### src/rtl/nv_nvdla_mcif_write_ig_arb_pkg.sv
// Shared constants and payload types for the MCIF write-ingress arbiter.
package nv_nvdla_mcif_write_ig_arb_pkg;

  localparam int unsigned WDMA_NUM  = 5;
  localparam int unsigned OS_CNT_W  = 9;
  localparam int unsigned AXI_LEN_W = 2;
  localparam int unsigned IDX_W     = 3;
  localparam int unsigned LIMIT_W   = 8;
  localparam int unsigned CMP_W     = OS_CNT_W + 1;

  localparam int unsigned CLIENT_BDMA = 0;
  localparam int unsigned CLIENT_SDP  = 1;
  localparam int unsigned CLIENT_PDP  = 2;
  localparam int unsigned CLIENT_CDP  = 3;
  localparam int unsigned CLIENT_RBK  = 4;

  localparam int unsigned CQ_PD_ACK     = 0;
  localparam int unsigned CQ_PD_LEN_LSB = 1;
  localparam int unsigned CQ_PD_LEN_MSB = 2;
  localparam int unsigned CQ_PD_W       = AXI_LEN_W + 1;

  // Context-queue entry: len in [2:1], require_ack in [0]
  typedef struct packed {
    logic [AXI_LEN_W-1:0] len;
    logic                 ack;
  } cq_pd_t;

endpackage

### src/rtl/nv_nvdla_mcif_write_ig_arb_if.sv
// Client request, context-queue, AW and egress-completion signals of the write ingress.
interface nv_nvdla_mcif_write_ig_arb_if;
  import nv_nvdla_mcif_write_ig_arb_pkg::*;

  logic [WDMA_NUM-1:0]           wr_req_vld;
  logic [WDMA_NUM-1:0]           wr_req_rdy;
  logic [WDMA_NUM*AXI_LEN_W-1:0] wr_req_len;
  logic [WDMA_NUM-1:0]           wr_req_ack;
  logic [WDMA_NUM-1:0]           cq_wr_pvld;
  logic [WDMA_NUM-1:0]           cq_wr_prdy;
  logic [CQ_PD_W-1:0]            cq_wr_pd;
  logic                          aw_vld;
  logic                          aw_rdy;
  logic [IDX_W-1:0]              aw_id;
  logic [AXI_LEN_W-1:0]          aw_len;
  logic                          eg2ig_axi_vld;
  logic [AXI_LEN_W-1:0]          eg2ig_axi_len;

  modport master (
    input  wr_req_vld, wr_req_len, wr_req_ack, cq_wr_prdy, aw_rdy, eg2ig_axi_vld, eg2ig_axi_len,
    output wr_req_rdy, cq_wr_pvld, cq_wr_pd, aw_vld, aw_id, aw_len
  );

  modport slave (
    output wr_req_vld, wr_req_len, wr_req_ack, cq_wr_prdy, aw_rdy, eg2ig_axi_vld, eg2ig_axi_len,
    input  wr_req_rdy, cq_wr_pvld, cq_wr_pd, aw_vld, aw_id, aw_len
  );

endinterface

### src/rtl/nv_nvdla_mcif_write_ig_rr.sv
// Five-way round-robin picker: search begins one past the last granted client.
module nv_nvdla_mcif_write_ig_rr
  import nv_nvdla_mcif_write_ig_arb_pkg::*;
(
  input  logic [WDMA_NUM-1:0] req_i,
  input  logic [IDX_W-1:0]    ptr_i,
  output logic [WDMA_NUM-1:0] gnt_c,
  output logic [IDX_W-1:0]    idx_c,
  output logic                any_c
);

  always_comb begin
    int unsigned cand;
    cand  = 0;
    gnt_c = '0;
    idx_c = '0;
    any_c = 1'b0;
    for (int unsigned k = 1; k <= WDMA_NUM; k++) begin
      cand = (32'(ptr_i) + k) % WDMA_NUM;
      if (!any_c && req_i[IDX_W'(cand)]) begin
        any_c               = 1'b1;
        idx_c               = IDX_W'(cand);
        gnt_c[IDX_W'(cand)] = 1'b1;
      end
    end
  end

endmodule

### src/rtl/nv_nvdla_mcif_write_ig_arb.sv
// Write-ingress arbiter: round-robin over write DMA clients onto one AW channel,
// pushing a context entry per command and bounding outstanding beats by credit.
module nv_nvdla_mcif_write_ig_arb
  import nv_nvdla_mcif_write_ig_arb_pkg::*;
(
  input  logic                          nvdla_core_clk,
  input  logic                          nvdla_core_rstn,
  nv_nvdla_mcif_write_ig_arb_if.master  bus,
  input  logic [LIMIT_W-1:0]            reg2dp_wr_os_cnt,
  output logic [OS_CNT_W-1:0]           dp2reg_wr_os_cnt
);

  logic                 aw_vld_q, aw_vld_d;
  logic [IDX_W-1:0]     aw_id_q, aw_id_d;
  logic [AXI_LEN_W-1:0] aw_len_q, aw_len_d;
  logic [OS_CNT_W-1:0]  os_cnt_q, os_cnt_d;
  logic [IDX_W-1:0]     last_gnt_q, last_gnt_d;

  logic                 slot_free;
  logic [CMP_W-1:0]     limit_beats;
  logic [WDMA_NUM-1:0]  eligible;
  logic [WDMA_NUM-1:0]  req;
  logic [WDMA_NUM-1:0]  gnt;
  logic [IDX_W-1:0]     g_idx;
  logic                 g_any;
  logic [AXI_LEN_W-1:0] g_len;
  cq_pd_t               pd_c;

  assign slot_free   = !aw_vld_q || bus.aw_rdy;
  assign limit_beats = CMP_W'(reg2dp_wr_os_cnt) + CMP_W'(1);

  // Credit check uses the registered count, so freed beats apply next cycle
  always_comb begin
    eligible = '0;
    for (int unsigned i = 0; i < WDMA_NUM; i++) begin
      eligible[i] = bus.wr_req_vld[i] && bus.cq_wr_prdy[i] &&
                    ((CMP_W'(os_cnt_q) + CMP_W'(bus.wr_req_len[i*AXI_LEN_W +: AXI_LEN_W]) +
                      CMP_W'(1)) <= limit_beats);
    end
  end

  assign req = (slot_free && nvdla_core_rstn) ? eligible : '0;

  nv_nvdla_mcif_write_ig_rr u_rr (
    .req_i (req),
    .ptr_i (last_gnt_q),
    .gnt_c (gnt),
    .idx_c (g_idx),
    .any_c (g_any)
  );

  assign g_len = bus.wr_req_len[{g_idx, 1'b0} +: AXI_LEN_W];

  always_comb begin
    pd_c     = '0;
    pd_c.len = g_any ? g_len : '0;
    pd_c.ack = g_any && bus.wr_req_ack[g_idx];
  end

  assign bus.wr_req_rdy = gnt;
  assign bus.cq_wr_pvld = gnt;
  assign bus.cq_wr_pd   = pd_c;

  always_comb begin
    aw_vld_d   = aw_vld_q;
    aw_id_d    = aw_id_q;
    aw_len_d   = aw_len_q;
    last_gnt_d = last_gnt_q;
    os_cnt_d   = os_cnt_q
               + (g_any ? (OS_CNT_W'(g_len) + OS_CNT_W'(1)) : '0)
               - (bus.eg2ig_axi_vld ? (OS_CNT_W'(bus.eg2ig_axi_len) + OS_CNT_W'(1)) : '0);
    if (slot_free) begin
      aw_vld_d = g_any;
      if (g_any) begin
        aw_id_d    = g_idx;
        aw_len_d   = g_len;
        last_gnt_d = g_idx;
      end
    end
  end

  always_ff @(posedge nvdla_core_clk or negedge nvdla_core_rstn) begin
    if (!nvdla_core_rstn) begin
      aw_vld_q   <= 1'b0;
      aw_id_q    <= '0;
      aw_len_q   <= '0;
      os_cnt_q   <= '0;
      last_gnt_q <= IDX_W'(CLIENT_RBK);
    end else begin
      aw_vld_q   <= aw_vld_d;
      aw_id_q    <= aw_id_d;
      aw_len_q   <= aw_len_d;
      os_cnt_q   <= os_cnt_d;
      last_gnt_q <= last_gnt_d;
    end
  end

  assign bus.aw_vld       = aw_vld_q;
  assign bus.aw_id        = aw_id_q;
  assign bus.aw_len       = aw_len_q;
  assign dp2reg_wr_os_cnt = os_cnt_q;

  a_os_no_underflow: assert property (@(posedge nvdla_core_clk) disable iff (!nvdla_core_rstn)
    bus.eg2ig_axi_vld |-> (os_cnt_q >= (OS_CNT_W'(bus.eg2ig_axi_len) + OS_CNT_W'(1))));

  a_aw_stable: assert property (@(posedge nvdla_core_clk) disable iff (!nvdla_core_rstn)
    (aw_vld_q && !bus.aw_rdy) |=> (aw_vld_q && $stable(aw_id_q) && $stable(aw_len_q)));

endmodule

### src/flat_wrapper.sv
// flat-port wrapper written by rule: the top's interface ports become plain ports
module nv_nvdla_mcif_write_ig_arb_flat import nv_nvdla_mcif_write_ig_arb_pkg::*;
  (nvdla_core_clk, nvdla_core_rstn, reg2dp_wr_os_cnt, dp2reg_wr_os_cnt, bus_wr_req_vld, bus_wr_req_len, bus_wr_req_ack, bus_cq_wr_prdy, bus_aw_rdy, bus_eg2ig_axi_vld, bus_eg2ig_axi_len, bus_wr_req_rdy, bus_cq_wr_pvld, bus_cq_wr_pd, bus_aw_vld, bus_aw_id, bus_aw_len);
  nv_nvdla_mcif_write_ig_arb_if bus_i ();
  input  logic nvdla_core_clk;
  input  logic nvdla_core_rstn;
  input  logic [LIMIT_W-1:0] reg2dp_wr_os_cnt;
  output logic [OS_CNT_W-1:0] dp2reg_wr_os_cnt;
  input wire logic [$bits(bus_i.wr_req_vld)-1:0] bus_wr_req_vld;
  input wire logic [$bits(bus_i.wr_req_len)-1:0] bus_wr_req_len;
  input wire logic [$bits(bus_i.wr_req_ack)-1:0] bus_wr_req_ack;
  input wire logic [$bits(bus_i.cq_wr_prdy)-1:0] bus_cq_wr_prdy;
  input wire logic [$bits(bus_i.aw_rdy)-1:0] bus_aw_rdy;
  input wire logic [$bits(bus_i.eg2ig_axi_vld)-1:0] bus_eg2ig_axi_vld;
  input wire logic [$bits(bus_i.eg2ig_axi_len)-1:0] bus_eg2ig_axi_len;
  output wire logic [$bits(bus_i.wr_req_rdy)-1:0] bus_wr_req_rdy;
  output wire logic [$bits(bus_i.cq_wr_pvld)-1:0] bus_cq_wr_pvld;
  output wire logic [$bits(bus_i.cq_wr_pd)-1:0] bus_cq_wr_pd;
  output wire logic [$bits(bus_i.aw_vld)-1:0] bus_aw_vld;
  output wire logic [$bits(bus_i.aw_id)-1:0] bus_aw_id;
  output wire logic [$bits(bus_i.aw_len)-1:0] bus_aw_len;
  assign bus_i.wr_req_vld = bus_wr_req_vld;
  assign bus_i.wr_req_len = bus_wr_req_len;
  assign bus_i.wr_req_ack = bus_wr_req_ack;
  assign bus_i.cq_wr_prdy = bus_cq_wr_prdy;
  assign bus_i.aw_rdy = bus_aw_rdy;
  assign bus_i.eg2ig_axi_vld = bus_eg2ig_axi_vld;
  assign bus_i.eg2ig_axi_len = bus_eg2ig_axi_len;
  assign bus_wr_req_rdy = bus_i.wr_req_rdy;
  assign bus_cq_wr_pvld = bus_i.cq_wr_pvld;
  assign bus_cq_wr_pd = bus_i.cq_wr_pd;
  assign bus_aw_vld = bus_i.aw_vld;
  assign bus_aw_id = bus_i.aw_id;
  assign bus_aw_len = bus_i.aw_len;
  nv_nvdla_mcif_write_ig_arb u_core (.nvdla_core_clk(nvdla_core_clk), .nvdla_core_rstn(nvdla_core_rstn), .bus(bus_i), .reg2dp_wr_os_cnt(reg2dp_wr_os_cnt), .dp2reg_wr_os_cnt(dp2reg_wr_os_cnt));
endmodule
### config.mk
export PLATFORM = sky130hd
export DESIGN_NAME = nv_nvdla_mcif_write_ig_arb_flat
export DESIGN_NICKNAME = d
export VERILOG_FILES = /design/src/rtl/nv_nvdla_mcif_write_ig_arb_pkg.sv /design/src/rtl/nv_nvdla_mcif_write_ig_arb_if.sv /design/src/rtl/nv_nvdla_mcif_write_ig_rr.sv /design/src/rtl/nv_nvdla_mcif_write_ig_arb.sv /design/src/flat_wrapper.sv
export SDC_FILE = /design/constraint.sdc
export NUM_CORES = 1
export LEC_CHECK = 0
export CAP_MARGIN = 10
export CORE_MARGIN = 10
export CORE_UTILIZATION = 45
export CTS_CLUSTER_DIAMETER = 120
export DETAILED_ROUTE_END_ITERATION = 8
export PLACE_DENSITY = 0.67
export SYNTH_ARGS = -nofsm -noshare
export SYNTH_HDL_FRONTEND = slang
export SYNTH_SLANG_ARGS = --single-unit
### constraint.sdc
create_clock -name nvdla_core_clk -period 11.7 [get_ports nvdla_core_clk]
set_input_delay 3.51 -clock nvdla_core_clk [delete_from_list [all_inputs] [get_ports nvdla_core_clk]]
set_output_delay 3.51 -clock nvdla_core_clk [all_outputs]
set_load 0.05 [all_outputs]
## Word-level counts from Yosys, hierarchy flattened

Index checks and enable logic that the tools add are counted.

- Bits in registers: 18
- Input port bits: 39
- Logic and storage cells: 120

- Add/sub/neg operators: 20
- Div/mod/pow operators: 5
- Magnitude comparators: 16
- Shift operators: 1
- Multiplexer cells: 41
- Bitwise gates (word level): 4
- Reduce and logical (&&, ||, !) cells: 28

Operator list:

| kind | number |
|---|---|
| 32-bit by 3-bit remainder unit with 32-bit output, second input constant | 5 |
| 10-bit by 1-bit adder with 10-bit output, second input constant | 5 |
| 9-bit by 2-bit adder with 10-bit output | 5 |
| 10-bit less-or-equal comparator | 5 |
| 5-bit 2-to-1 mux | 6 |
| 3-bit by 4-bit less-than comparator with 1-bit output, second input constant | 6 |
| 1-bit logical AND | 21 |
| 5-bit OR | 4 |
| 1-bit binary-select mux with 3-bit select | 6 |
| 9-bit 2-to-1 mux | 2 |
| 1-bit 2-to-1 mux | 16 |
| 1-bit demux with 3-bit select | 5 |
| 3-bit by 1-bit >= comparator with 1-bit output, second input constant | 5 |
| 3-bit 2-to-1 mux | 5 |
| 10-bit by 5-bit indexed part select with 2-bit output | 1 |
| 8-bit by 1-bit adder with 9-bit output, second input constant | 1 |
| 9-bit adder | 1 |
| 9-bit subtractor | 1 |
| 3-bit by 2-bit adder with 4-bit output, second input constant | 2 |
| 3-bit by 3-bit adder with 4-bit output, second input constant | 2 |
| 2-bit by 1-bit adder with 3-bit output, second input constant | 2 |
| 1-bit logical NOT | 5 |
| 3-bit by 1-bit adder with 4-bit output, second input constant | 1 |
| 2-bit 2-to-1 mux | 1 |
| other kinds (2) | 2 |

## Depth between registers and ports, before layout

- Depth after elaboration: 25
- Depth in mapped cells: 36
- Depth with buffers taken out: 34

## Cells and area by module

Synthesis repeated with hierarchy kept, for this count alone.

- Cell total of the unflattened synthesis: 669
- Area, all modules: 5292.6 um^2

By module, submodules not included:

| module | times used | cells an instance | area each (um^2) |
|---|---|---|---|
| nv_nvdla_mcif_write_ig_arb | 1 | 383 | 3214.3 |
| nv_nvdla_mcif_write_ig_rr | 1 | 286 | 2078.2 |

## Least setup slack after synthesis

No wires, ideal clock.

- Kind: input-to-output
- Start point: in bus_wr_req_len[8]
- End point: out bus_wr_req_rdy[0]
- Arrival: 7.908 ns
- Data required time: 8.190 ns
- Path slack: 0.282 ns
- Stages on the path: 17
- Cells stage by stage: inv_1 ha_1 fa_1 nor2_1 xnor2_1 ha_1 and4_1 a221o_1 a31oi_1 nor2_1 nand2_1 nand3_1 nor4_4 nand3_1 or3b_2 o211ai_1 buf_4

- Longest elaborated chain between the ends: 20
- Elaborated cells on any way between the ends: 36
- Classes of those cells: add/sub (2); order compare (1); mux (20); bitwise (4); reduce/logical (9)

RTL lines:

| what | line | source |
|---|---|---|
| start, declared | flat_wrapper.sv:10 | `input wire logic [$bits(bus_i.wr_req_len)-1:0] bus_wr_req_len;` |
| 9-bit by 2-bit adder with 10-bit output * | nv_nvdla_mcif_write_ig_arb.sv:37 | `((CMP_W'(os_cnt_q) + CMP_W'(bus.wr_req_len[i*AXI_LEN_W +: AXI_LEN_W]) +` |
| 10-bit by 1-bit adder with 10-bit output * | nv_nvdla_mcif_write_ig_arb.sv:37 |  |
| 10-bit less-or-equal comparator * | nv_nvdla_mcif_write_ig_arb.sv:38 | `CMP_W'(1)) <= limit_beats);` |
| 1-bit logical AND * | nv_nvdla_mcif_write_ig_arb.sv:36 | `eligible[i] = bus.wr_req_vld[i] && bus.cq_wr_prdy[i] &&` |
| 5-bit 2-to-1 mux * | nv_nvdla_mcif_write_ig_arb.sv:42 | `assign req = (slot_free && nvdla_core_rstn) ? eligible : '0;` |
| 1-bit binary-select mux with 3-bit select | nv_nvdla_mcif_write_ig_rr.sv:20 | `if (!any_c && req_i[IDX_W'(cand)]) begin` |
| 1-bit 2-to-1 mux (not written as such) | nv_nvdla_mcif_write_ig_rr.sv:20 |  |
| 1-bit 2-to-1 mux | nv_nvdla_mcif_write_ig_rr.sv:20 |  |
| [... 4 more ...] | - |  |
| 1-bit logical AND | nv_nvdla_mcif_write_ig_rr.sv:20 |  |
| 1-bit 2-to-1 mux | nv_nvdla_mcif_write_ig_rr.sv:20 |  |
| 1-bit logical NOT | nv_nvdla_mcif_write_ig_rr.sv:20 |  |
| 1-bit logical AND | nv_nvdla_mcif_write_ig_rr.sv:20 |  |
| 1-bit 2-to-1 mux | nv_nvdla_mcif_write_ig_rr.sv:20 |  |
| 1-bit logical NOT | nv_nvdla_mcif_write_ig_rr.sv:20 |  |
| 1-bit logical AND | nv_nvdla_mcif_write_ig_rr.sv:20 |  |
| 5-bit 2-to-1 mux * | nv_nvdla_mcif_write_ig_rr.sv:20 |  |
| end, declared | flat_wrapper.sv:16 | `output wire logic [$bits(bus_i.wr_req_rdy)-1:0] bus_wr_req_rdy;` |

Every way passes the cells marked *; elsewhere a longest branch is shown, timed or not. The select of a mux whose other input is x is not followed.

## Final worst setup path

- Start point: in reg2dp_wr_os_cnt[5]
- End point: out bus_cq_wr_pd[2]

- Longest elaborated chain between the ends: 21
- Elaborated cells on any way between the ends: 42
- Classes of those cells: add/sub (1); order compare (5); shift (1); mux (22); reduce/logical (13)

RTL lines:

| what | line | source |
|---|---|---|
| start, declared | flat_wrapper.sv:7 | `input logic [LIMIT_W-1:0] reg2dp_wr_os_cnt;` |
| 8-bit by 1-bit adder with 9-bit output * | nv_nvdla_mcif_write_ig_arb.sv:30 | `assign limit_beats = CMP_W'(reg2dp_wr_os_cnt) + CMP_W'(1);` |
| 10-bit less-or-equal comparator | nv_nvdla_mcif_write_ig_arb.sv:38 |  |
| 1-bit logical AND | nv_nvdla_mcif_write_ig_arb.sv:36 |  |
| 5-bit 2-to-1 mux * | nv_nvdla_mcif_write_ig_arb.sv:42 |  |
| 1-bit binary-select mux with 3-bit select | nv_nvdla_mcif_write_ig_rr.sv:20 |  |
| 1-bit 2-to-1 mux (not written as such) | nv_nvdla_mcif_write_ig_rr.sv:20 |  |
| 1-bit 2-to-1 mux | nv_nvdla_mcif_write_ig_rr.sv:20 |  |
| 1-bit logical NOT | nv_nvdla_mcif_write_ig_rr.sv:20 |  |
| [... 5 more ...] | - |  |
| 1-bit logical NOT | nv_nvdla_mcif_write_ig_rr.sv:20 |  |
| 1-bit logical AND | nv_nvdla_mcif_write_ig_rr.sv:20 |  |
| 1-bit 2-to-1 mux | nv_nvdla_mcif_write_ig_rr.sv:20 |  |
| 1-bit logical NOT | nv_nvdla_mcif_write_ig_rr.sv:20 |  |
| 1-bit logical AND | nv_nvdla_mcif_write_ig_rr.sv:20 |  |
| 3-bit 2-to-1 mux | nv_nvdla_mcif_write_ig_rr.sv:20 |  |
| 10-bit by 5-bit indexed part select with 2-bit output | nv_nvdla_mcif_write_ig_arb.sv:52 | `assign g_len = bus.wr_req_len[{g_idx, 1'b0} +: AXI_LEN_W];` |
| 2-bit 2-to-1 mux * | nv_nvdla_mcif_write_ig_arb.sv:56 | `pd_c.len = g_any ? g_len : '0;` |
| end, declared | flat_wrapper.sv:18 | `output wire logic [$bits(bus_i.cq_wr_pd)-1:0] bus_cq_wr_pd;` |

Marks and branches as above.

==> results_dict.tcl <==
set metrics [dict create \
    synth_cell_types 82 \
    rows 38 \
    synthCells 630 \
    rsz0062_at_grt "false" \
    min_path_type "flip-flop to flip-flop" \
    setup_viol 0 \
    status "finished clean" \
    route.detailed.drc 0 \
    fill_cells 967 \
    synth.avg_cell_area_um2 8.07 \
    cp-end-kind "output pin" \
    final_common_cell "ha_1" \
    cts_root_buf "clkbuf_16" \
    port-buffer-count 66 \
    cts_max_path_buffers 2 \
    crit_path_frequent_cell "nand3_1" \
    final_cell_mix "92 x ha_1, 65 x buf_4, 56 x inv_1, 48 x nand2_1, 42 x xnor2_1" \
    leakagePower_nw 3.21 \
    htreeDepth 1 \
    synth-main-ff-cell "dfrtp_1" \
    area_growth_pct 34.9 \
    period_share_pct 98.1 \
    ys_seq_area_share_pct 7.90 \
    final_util_pct 62.7 \
    cp_num_buf_inv 4 \
    power.density_nw_per_um2 328 \
    slowest_stage "clkdlybuf4s50_1" \
    io_pins 67 \
    crit_family "simple AND/OR/NAND/NOR gates" \
    synth-edff-count 0 \
    drt_wl_total_mm 16.8 \
    drt_iter0_markers 390 \
    fin_cells 886 \
    wl_met2_mm 7.52 \
    antenna_found_initial 0 \
    vias 5161 \
    gp_routability_congestion 0.971 \
    worstPathMaxFanout 6 \
    grt_pass1_wl_mm 26.1 \
    wl_met3_mm 1.10 \
    drtAntennaViolNets 0 \
    dieArea_um2 15900 \
    place_area_um2 6260 \
    fin_skew_ns 0.00203 \
    cp_slowest_stage_delay_ns 0.58 \
    tightestPinTransition_ns 0.931 \
    max_freq_ghz 0.0871 \
    grt_max_degree 24 \
    critPathLaunchType "input port" \
    highest_layer "met4" \
    cts_hold_buf 0 \
    arrival_ns 7.97 \
    cts_buffers 3 \
    synth_warnings 0 \
    critPathKind "input port to output pin" \
    cp_data_required_time_ns 8.19 \
    cts_tree "done" \
    grt_pass1_vias 5196 \
    numClockSinks 16 \
    peakVddDrop_uv 391 \
    detailed_place_hpwl_mm 13.2 \
    period_minus_slack_ns 11.48 \
    setup_tns_ns 0 \
    dpl.cell_count 860 \
    synth-seq-cells 16 \
    max_slew_margin_pct 36.1 \
    chipWidth_um 126 \
    path_clk_slew_ns 0.05 \
    first_pass_iters 5 \
    antenna_cells 0 \
    grt.overflow.total 0 \
    final_nets 889 \
    core_um2 10900 \
    wl_per_cell_um 19.0 \
    hold_viol 0 \
    cap_violations 0 \
    fin_total_pwr_mw 2.25 \
    drv_slew 0 \
    netlist_area_um2 5080 \
    via_per_inst 5.83 \
    grtUsageTotal_pct 19.4 \
    async_flop_share_pct 100 \
    start_util_pct 46.5 \
    drt-met1-wl_mm 7.83 \
    layout-drive-gt1-share_pct 22.5 \
    final_cell_area_um2 6860 \
    clock_latency_ns 0.25 \
    path_cells "clkdlybuf4s50_1 > nand2_1 > nor2_4 > xnor2_1 > buf_4 > ha_1 > and4_1 > nand3_1 > a221o_1 > a21oi_2 > mux2i_2 > and2b_1 > or3_4 > and3_4 > o31a_1 > buf_6 > mux2_4 > nand3_1 > o211ai_1 > bufbuf_16" \
    synth.net_count 772 \
    die_h_um 126 \
]
routing by layer:
metal | track usage, % | vias up
li1 | - | 2490
met1 | 26.7 | 2463
met2 | 30.5 | 182
met3 | 3.27 | 26
met4 | 5.09 | 0
met5 | 0 | -
final timing paths:
kind                                      start                    endpoint  slack (ns)  cells after the start
hold reg to reg             u_core.bus.aw_id[2]         u_core.bus.aw_id[2]        0.49                      1
min in group asynchronous       nvdla_core_rstn  u_core.dp2reg_wr_os_cnt[1]        3.60                      1
setup / recovery            reg2dp_wr_os_cnt[5]             bus_cq_wr_pd[2]        0.22                     20
setup reg to reg           u_core.last_gnt_q[1]  u_core.dp2reg_wr_os_cnt[8]        3.51                     36
max in group asynchronous       nvdla_core_rstn        u_core.last_gnt_q[2]        7.51                      2
hold / removal              u_core.bus.aw_id[2]         u_core.bus.aw_id[2]        0.49                      1
per-stage QoR:
step                      hold slack, ns  setup WS [ns]
final                              0.488          0.222
after global routing               0.511         0.0612
after CTS                          0.485       0.000830
after detailed placement           0.469         -0.126
after global placement             0.464       -0.00345
after floorplan                    0.647          0.282
registers in the layout (all words and copies together) (netlist names):
| register | count |
|---|---|
| u_core.dp2reg_wr_os_cnt | 9 |
| u_core.bus.aw_id | 1 |
| u_core.last_gnt_q | 3 |
| u_core.bus.aw_vld | 1 |
| u_core.bus.aw_len | 2 |
where the power goes:
| part | internal [mW] | switching, mW | leakage, nW |
|---|---|---|---|
| clock network | 0.0521 | 0.0235 | 0.0442 |
| registers | 0.0891 | 0.0705 | 0.189 |
| logic | 0.917 | 1.10 | 2.97 |
| total | 1.06 | 1.19 | 3.21 |
Yosys cell counts (10+ instances only):
library cell	n	share of area [%]
nor2b_1	13	1.6
nand2b_1	12	1.5
a21oi_1	29	2.9
mux2i_1	15	3.0
xnor2_1	43	7.4
inv_1	57	4.2
dfrtp_1	15	7.4
nor2_1	45	3.3
o21ai_0	14	1.4
nand3_1	27	2.7
a21o_1	13	1.9
xor2_1	10	1.7
nand2_1	48	3.5
ha_1	95	23
logic make-up after synthesis:
family	synth area share, %
AO/OA/AOI/OAI	21.2
XOR/XNOR	11.2
adder cells (fa/ha/maj)	26.5
buffers and inverters	7.38
flip-flops	7.90
multiplexers	4.50
AND/OR/NAND/NOR	21.3
what timing repair did:
action / in CTS / in global routing
pin swaps: 3 / 30
setup endpoints to repair: 3 / 9
gates resized for setup: 9 / 67
setup buffers: 6 / 16
cell type report:
class	instances	area (um2)	share of cell area (%)
Tap cell	140	175	2.56
Timing Repair Buffer	135	1390	20.3
Multi-Input combinational cell	530	4570	66.6
Clock buffer	4	88.8	1.30
Sequential cell	16	402	5.86
Inverter	61	231	3.38
No activity file was read; power rests on OpenSTA's default activity.
